File: config.mk
export PLATFORM = sky130hd
export DESIGN_NAME = accum_adder
export DESIGN_NICKNAME = d
export VERILOG_FILES = /design/src/rtl/accum_adder_pkg.sv /design/src/rtl/accum_adder_addsub_ovf.sv /design/src/rtl/accum_adder.sv
export SDC_FILE = /design/constraint.sdc
export NUM_CORES = 1
export LEC_CHECK = 0
export CAP_MARGIN = 30
export CORE_MARGIN = 5
export CORE_UTILIZATION = 40
export CTS_CLUSTER_SIZE = 20
export DETAILED_ROUTE_END_ITERATION = 12
export GPL_TIMING_DRIVEN = 0
export PLACE_DENSITY = 0.71
export SYNTH_ARGS = -nofsm -noshare
export SYNTH_HDL_FRONTEND = slang
export SYNTH_SLANG_ARGS = --single-unit
File: constraint.sdc
create_clock -name clk -period 3.66 [get_ports clk]
set_clock_uncertainty 0.05 [all_clocks]
set_input_delay 1.098 -clock clk [delete_from_list [all_inputs] [get_ports clk]]
set_output_delay 1.098 -clock clk [all_outputs]
set_load 0.03 [all_outputs]
File: src/rtl/accum_adder_pkg.sv
// rtl/accum_adder_pkg.sv - shared state encoding and saturation limits for accum_adder
package accum_adder_pkg;

  typedef enum logic {
    ACCUM = 1'b0,
    HOLD  = 1'b1
  } state_t;

  // Largest positive two's complement value representable in 'width' bits.
  function automatic int sat_max(input int width);
    return (1 << (width - 1)) - 1;
  endfunction

  // Most negative two's complement value representable in 'width' bits.
  function automatic int sat_min(input int width);
    return -(1 << (width - 1));
  endfunction

endpackage

File: src/rtl/accum_adder_addsub_ovf.sv
// rtl/accum_adder_addsub_ovf.sv - combinational signed add/sub with overflow detect (clamps under ACCUM_SATURATE_EN)
module addsub_ovf
  import accum_adder_pkg::*;
#(
  parameter int WIDTH = 6
) (
  input  logic [WIDTH-1:0] a,
  input  logic [WIDTH-1:0] b,
  input  logic             sub,
  output logic [WIDTH-1:0] r,
  output logic             step_ovf
);

  logic [WIDTH-1:0] raw;

  // Wrapped result and signed overflow from the operand/result sign bits.
  always_comb begin
    raw      = sub ? (a - b) : (a + b);
    step_ovf = 1'b0;
    if (sub) begin
      step_ovf = (a[WIDTH-1] != b[WIDTH-1]) && (raw[WIDTH-1] != a[WIDTH-1]);
    end else begin
      step_ovf = (a[WIDTH-1] == b[WIDTH-1]) && (raw[WIDTH-1] != a[WIDTH-1]);
    end
  end

`ifdef ACCUM_SATURATE_EN
  // Overflow direction follows the sign of the accumulator: a negative
  // running value can only overflow downwards, a non-negative one upwards.
  always_comb begin
    r = raw;
    if (step_ovf) begin
      r = a[WIDTH-1] ? WIDTH'(sat_min(WIDTH)) : WIDTH'(sat_max(WIDTH));
    end
  end
`else
  assign r = raw;
`endif

endmodule

File: src/rtl/accum_adder.sv
// rtl/accum_adder.sv - handshaked multi-operand signed accumulator (optional ACCUM_SATURATE_EN clamping)
module accum_adder
  import accum_adder_pkg::*;
#(
  parameter int WIDTH   = 6,
  parameter int NUM_OPS = 4
) (
  input  logic             clk,
  input  logic             rst_n,
  input  logic             clear,
  input  logic             in_valid,
  output logic             in_ready,
  input  logic [WIDTH-1:0] in_data,
  input  logic             in_sub,
  output logic             out_valid,
  input  logic             out_ready,
  output logic [WIDTH-1:0] out_sum,
  output logic             out_ovf
);

  localparam int CNT_W = $clog2(NUM_OPS + 1);
  localparam logic [CNT_W-1:0] LAST_CNT = CNT_W'(NUM_OPS - 1);

  state_t           state;
  state_t           state_next;
  logic [WIDTH-1:0] acc;
  logic [CNT_W-1:0] cnt;
  logic             ovf;
  logic [WIDTH-1:0] step_sum;
  logic             step_ovf;
  logic             accept;
  logic             last_op;
  logic             flush;

  assign in_ready = (state == ACCUM) && rst_n;
  assign accept   = in_valid && in_ready;
  assign last_op  = (cnt == LAST_CNT);
  assign flush    = !rst_n || clear;

  addsub_ovf #(
    .WIDTH(WIDTH)
  ) u_addsub (
    .a       (acc),
    .b       (in_data),
    .sub     (in_sub),
    .r       (step_sum),
    .step_ovf(step_ovf)
  );

  // Next state: finish collecting on the last operand, return once the result is taken.
  always_comb begin
    state_next = state;
    case (state)
      ACCUM:   if (accept && last_op) state_next = HOLD;
      HOLD:    if (out_ready) state_next = ACCUM;
      default: state_next = ACCUM;
    endcase
  end

  // State register; reset and clear both abandon any result in progress.
  always_ff @(posedge clk) begin
    if (flush) state <= ACCUM;
    else       state <= state_next;
  end

  // Accumulator, operand count, sticky overflow and the registered result.
  always_ff @(posedge clk) begin
    if (flush) begin
      acc       <= '0;
      cnt       <= '0;
      ovf       <= 1'b0;
      out_valid <= 1'b0;
      out_sum   <= '0;
      out_ovf   <= 1'b0;
    end else if (state == HOLD) begin
      if (out_ready) begin
        acc       <= '0;
        cnt       <= '0;
        ovf       <= 1'b0;
        out_valid <= 1'b0;
      end
    end else if (accept) begin
      acc <= step_sum;
      ovf <= ovf | step_ovf;
      if (last_op) begin
        cnt       <= '0;
        out_valid <= 1'b1;
        out_sum   <= step_sum;
        out_ovf   <= ovf | step_ovf;
      end else begin
        cnt <= cnt + CNT_W'(1);
      end
    end
  end

endmodule

Word-level counts from Yosys, hierarchy flattened --
Index checks and enable logic that the tools add are counted.
Word-level totals: register bits 19, latch bits 0, RAM bits 0, ROM bits 0, input bits 12, output and inout port bits 9, logic and storage cells 47, memories 0
Cells by class: add/sub/neg operators 3, multiply operators 0, div/mod/pow operators 0, $lt $le $gt $ge 0, eq/ne operators 5, shift operators 0, multiplexer cells 18, bitwise gates (word level) 2, reductions and logical operators 12
Operators with widths (number):
- 6-bit two-way mux | 4
- 3-bit two-way mux | 4
- 1-bit two-way mux | 9
- 6-bit adder | 1
- 3-bit AND reduction | 2
- 6-bit subtractor | 1
- 1-bit logical AND | 5
- 2-bit nonzero test | 2
- 3-bit by 1-bit adder with 3-bit output (second input constant) | 1
- 3-bit by 2-bit == test with 1-bit output (second input constant) | 1
- 1-bit != test | 2
- 2-bit != test (second input constant) | 1
- 1-bit one-hot mux with 2 select lines | 1
- 2-bit AND reduction | 1
- 1-bit == test | 1
- 1-bit zero test | 1
- 1-bit logical OR | 1
- 1-bit inverter | 1
- 1-bit bitwise OR | 1

Logic depth before layout (Yosys ltp) --
depth after elaboration 8, gate-level depth with buffers 11, mapped depth without buffers 11

Cells and area by module --
Synthesis repeated with hierarchy kept, for this count alone.
Unflattened totals: cell total of the unflattened synthesis 155, area, all modules 1275.0 sq um
Modules (own cells, without submodules):
- accum_adder | instances 1, cells an instance 89, area an instance 764.5 sq um
- addsub_ovf | instances 1, cells an instance 66, area an instance 510.5 sq um

Worst setup path after synthesis --
OpenSTA, ideal clock, no wires.
path type input to register, start input in_data[0], end register out_sum[5], library setup time 79 ps, arrival time 2910 ps, setup slack 621 ps, cell stages on the path 11, path through inv_1 > ha_1 > mux2_2 > inv_1 > ha_1 > nor2b_1 > o2111ai_1 > nand4b_2 > xnor2_2 > xnor2_1 > a211oi_2
Between the ends: longest elaborated chain between the ends 2, elaborated cells on any way between the ends 3, classes of those cells add/sub: 2; mux: 1
RTL lines:
- from (decl) | line accum_adder.sv:13 | input logic [WIDTH-1:0] in_data,
- 6-bit adder / 6-bit subtractor (equally long branches) | line accum_adder_addsub_ovf.sv:18 | raw = sub ? (a - b) : (a + b);
- 6-bit two-way mux (*) | line accum_adder_addsub_ovf.sv:18
- to (signal assigned) | line accum_adder.sv:88 | out_sum <= step_sum;
- to (decl) | line accum_adder.sv:17 | output logic [WIDTH-1:0] out_sum,
Mark *: on every way between the ends. The rest lies on a longest branch, timed or not. A chain may end at the register's enable or synchronous reset.

Final worst setup path --
Same ends and word-level chain as after synthesis.

==> impl_metrics.py <==
metrics = {
    "cts": {
        "cts_hold_repair.buffers": 0,
        "cts_tree": "done",
        "cts.sinks": 19,
        "ctsResizeCount": 0,
        "cts_max_level": 1,
        "clock_tree.root_cell": "sky130_fd_sc_hd__clkbuf_4",
        "clk_pin_slew_ps": 120,
        "post_cts.repair.setup_buffers": 0,
        "number_of_buffers_inserted_during_clock_tree_synthesis": 3,
        "clock_path_buffers": 2,
        "clk_latency_ps": 300,
    },
    "power": {
        "clock_power_share_pct": 26.1,
        "p_int_w": 0.0002983,
        "leakage_nw": 0.4853,
        "switching_share_pct": 28.56,
        "vdd.ir_drop.worst_mv": 0.2066,
        "combPwrFrac_pct": 23.2,
        "seq_power_share_pct": 50.7,
        "design_power_total_w": 0.0004176,
        "power_switching_w": 0.0001193,
        "power_per_cell_area_nw_per_um2": 309.0,
    },
    "sta": {
        "grt_setup_unrepaired": "no",
        "setup_ws_ps": 151.3,
        "worst_slew_margin_rel_pct": 67.74,
        "final_max_slew_viol_count": 0,
        "timing_worst_slew_pin_value_ps": 483.9,
        "min_period_over_period_pct": 95.87,
        "final_period_minus_worst_setup_slack_ps": 3509,
        "achievable-frequency_mhz": 285.0,
        "report.final.setup_viol": 0,
        "report.final.hold_viol_count": 0,
    },
    "global_route": {
        "number_of_antenna_violations_at_the_first_check_in_global_routing": 0,
        "grt_start_max_net_pins": 13,
        "global_route.usage.total_pct": 13.60,
        "grt_pass1_wl_mm": 3.933,
        "number_of_global_route_vias_before_repair": 930,
        "globalRouteOverflowTotal": 0,
    },
    "layout": {
        "fraction_of_final_layout_cells_with_drive_strength_greater_than_1_pct": 7.895,
        "filler_cell_count": 248,
        "areaGrowthSynthToFinish_pct": 26.32,
        "fin_area_sq_um": 1351,
        "antenna_cells": 0,
        "final_nets": 173,
    },
    "logic_synthesis": {
        "postSynthCellCount": 128,
        "synth_largest_area_cell": "sky130_fd_sc_hd__dfxtp_1",
        "number_of_synthesized_register_bits": 19,
        "synth_warnings": 0,
        "post_synth.cell_area_avg_sq_um": 8.358,
        "netlist_top_cells_area": "sky130_fd_sc_hd__dfxtp_1 36%, sky130_fd_sc_hd__ha_1 8.2%, sky130_fd_sc_hd__xnor2_1 6.5%, sky130_fd_sc_hd__a21oi_1 5.6%, sky130_fd_sc_hd__nor2_1 5.6%",
        "synth.net_count": 148,
        "synth_top_cell_area_share_pct": 35.56,
        "mappedNetlistArea_sq_um": 1070,
        "yosysUniqueCellTypes": 31,
        "seq_total_area_yosys_pct": 35.56,
    },
    "routing": {
        "avgViaCountPerCell": 5.121,
        "route.final.wire_length_mm": 2.263,
        "detailed_routing_iteration_count_for_the_pre_antenna_repair_pass": 4,
        "drc": 0,
        "routed-via-count": 932,
        "wl_per_cell_um": 12.43,
        "drt_iter0_drc": 21,
        "route.antenna.remaining_nets": 0,
    },
    "die": {
        "core_area_sq_um": 2522,
        "std_cell_rows": 18,
        "floorplan.die.height_um": 61.72,
        "die_width_um": 61.72,
        "initial_utilization_pct": 42.41,
        "boundaryPins": 21,
        "die_area_sq_um": 3809,
    },
    "place": {
        "io_buffer_count": 20,
        "pre_cts_slack_ps": -189.2,
        "place_area_sq_um": 1308,
        "finalWeightedCongestion": 0.7251,
        "hpwl_dp_mm": 1.824,
    },
    "outcome": {
        "status": "finished, final reports clean",
    },
    "setup_path": {
        "setup.worst_path.start_class": "input port",
        "worstSetupEndpointType": "flip-flop",
        "cp_data_required_time_ps": 3840,
        "critPathKind": "in2reg",
        "crit_path_max_fanout": 5,
        "worst_ep_arrival_time_ps": 3690,
    },
    "hold_path": {
        "min_path_type": "reg2reg",
    },
    "run": {
        "drv_cap": 0,
    },
}
==> final timing paths <==
| path | depth (start not counted) | startpoint | end | slack (ps) |
|---|---|---|---|---|
| setup reg to reg | 7 | acc[1] | out_sum[5] | 1800 |
| setup / recovery | 12 | in_data[0] | out_sum[5] | 150 |
| hold reg to reg | 2 | out_sum[4] | out_sum[4] | 410 |
| hold / removal | 2 | out_sum[4] | out_sum[4] | 410 |
==> power groups by stage <==
stage	clock network, W	logic, W	registers (W)
2_1_floorplan	0	0.0000647	0.000216
3_3_place_gp	0	0.0000899	0.000216
3_5_place_dp	0	0.0000932	0.000216
4_1_cts	0.000114	0.0000938	0.000212
5_1_grt	0.000125	0.000106	0.000212
6_report	0.000109	0.0000970	0.000212
==> cells by family (layout without fill, tap and decap cells) <==
group | after synthesis | after routing | synth area share [%]
xor+xnor | 11 | 11 | 10.41
simple gates | 53 | 53 | 23.98
flops | 19 | 19 | 35.56
mux | 1 | 1 | 1.053
buf+inv | 11 | 35 | 3.860
compound gates | 25 | 25 | 15.09
fa+ha+maj | 8 | 8 | 10.06
==> synthesized netlist by cell type <==
library cell                instances
sky130_fd_sc_hd__a211oi_2           1
sky130_fd_sc_hd__nand2_1           15
sky130_fd_sc_hd__ha_1               7
sky130_fd_sc_hd__xor2_1             1
sky130_fd_sc_hd__nor3b_1            1
sky130_fd_sc_hd__a21oi_1           12
sky130_fd_sc_hd__a21oi_2            1
sky130_fd_sc_hd__nor2_1            16
sky130_fd_sc_hd__a211oi_1           3
sky130_fd_sc_hd__a31oi_1            4
sky130_fd_sc_hd__xnor2_2            1
sky130_fd_sc_hd__mux2_2             1
sky130_fd_sc_hd__o21a_1             1
sky130_fd_sc_hd__o2111ai_1          1
sky130_fd_sc_hd__clkbuf_1           5
sky130_fd_sc_hd__a21o_1             1
sky130_fd_sc_hd__fa_1               1
sky130_fd_sc_hd__nand3_1            7
sky130_fd_sc_hd__nor3_2             1
sky130_fd_sc_hd__nand2b_1           3
sky130_fd_sc_hd__nor2b_1            3
sky130_fd_sc_hd__xor2_2             1
sky130_fd_sc_hd__dfxtp_1           19
sky130_fd_sc_hd__nand4b_2           1
sky130_fd_sc_hd__a32oi_1            1
sky130_fd_sc_hd__nor3_1             3
sky130_fd_sc_hd__and2_1             1
sky130_fd_sc_hd__xnor2_1            8
sky130_fd_sc_hd__nand3b_1           1
sky130_fd_sc_hd__inv_1              6
sky130_fd_sc_hd__nor2_2             1
==> critical path, stage by stage <==
cell and delay [ps]:
sky130_fd_sc_hd__clkdlybuf4s50_1 560, sky130_fd_sc_hd__inv_1 70, sky130_fd_sc_hd__ha_1 290, sky130_fd_sc_hd__mux2_2 290, sky130_fd_sc_hd__inv_1 60, sky130_fd_sc_hd__ha_1 210, sky130_fd_sc_hd__nor2b_1 150, sky130_fd_sc_hd__o2111ai_1 210
sky130_fd_sc_hd__nand4b_2 200, sky130_fd_sc_hd__xnor2_4 190, sky130_fd_sc_hd__xnor2_1 150, sky130_fd_sc_hd__a211oi_2 200
==> cell type report <==
type | instances | area, sq um | area share [%]
multi-input combinational | 98 | 659.4 | 48.80
sequential | 19 | 380.4 | 28.15
timing repair buffer | 20 | 202.7 | 15.00
tap | 30 | 37.54 | 2.778
clock buffer | 3 | 22.52 | 1.667
inverter | 6 | 22.52 | 1.667
buffer | 5 | 18.77 | 1.389
clock inverter | 1 | 7.507 | 0.5556
==> registers in the layout, summed over array words and instances (netlist names) <==
signal and count:
cnt 3, acc 6, ovf 1, out_ovf 1, out_valid 1, out_sum 6, state 1
==> per-stage QoR <==
step / hold slack (ps) / std cells / utilization [%] / TNS (ps)
6_report: 413.7 / 182 / 53.57 / 0
5_1_grt: 454.0 / 182 / 53.57 / 0
4_1_cts: 415.5 / 182 / 53.03 / 0
3_5_place_dp: 399.7 / 178 / 51.84 / -610.1
3_3_place_gp: 393.0 / 178 / 51.84 / -293.9
2_1_floorplan: 401.6 / 128 / - / 0
==> cells in the final DEF, fill, tap and decap left out, types with 3 or more instances in the layout <==
cell,count
sky130_fd_sc_hd__ha_1,7
sky130_fd_sc_hd__a21oi_1,12
sky130_fd_sc_hd__nor2b_1,3
sky130_fd_sc_hd__inv_1,6
sky130_fd_sc_hd__dfxtp_1,19
sky130_fd_sc_hd__a31oi_1,4
sky130_fd_sc_hd__a211oi_1,3
sky130_fd_sc_hd__clkdlybuf4s50_1,19
sky130_fd_sc_hd__nand2_1,15
sky130_fd_sc_hd__nand3_1,7
sky130_fd_sc_hd__clkbuf_4,3
sky130_fd_sc_hd__xnor2_1,8
sky130_fd_sc_hd__nor3_1,3
sky130_fd_sc_hd__nand2b_1,3
sky130_fd_sc_hd__nor2_1,16
sky130_fd_sc_hd__clkbuf_1,5
==> per-layer routing <==
metal | routed length, um | GRT usage [%] | vias to the layer above | share of wire, %
met2 | 1137 | 23.77 | 19 | 50
li1 | - | - | 483 | -
met1 | 984 | 16.67 | 428 | 43
met3 | 113 | 2.066 | 2 | 5.0
met5 | 0 | 0 | - | 0
met4 | 27 | 5.455 | 0 | 1.2
No activity file was read; power rests on OpenSTA's default activity.
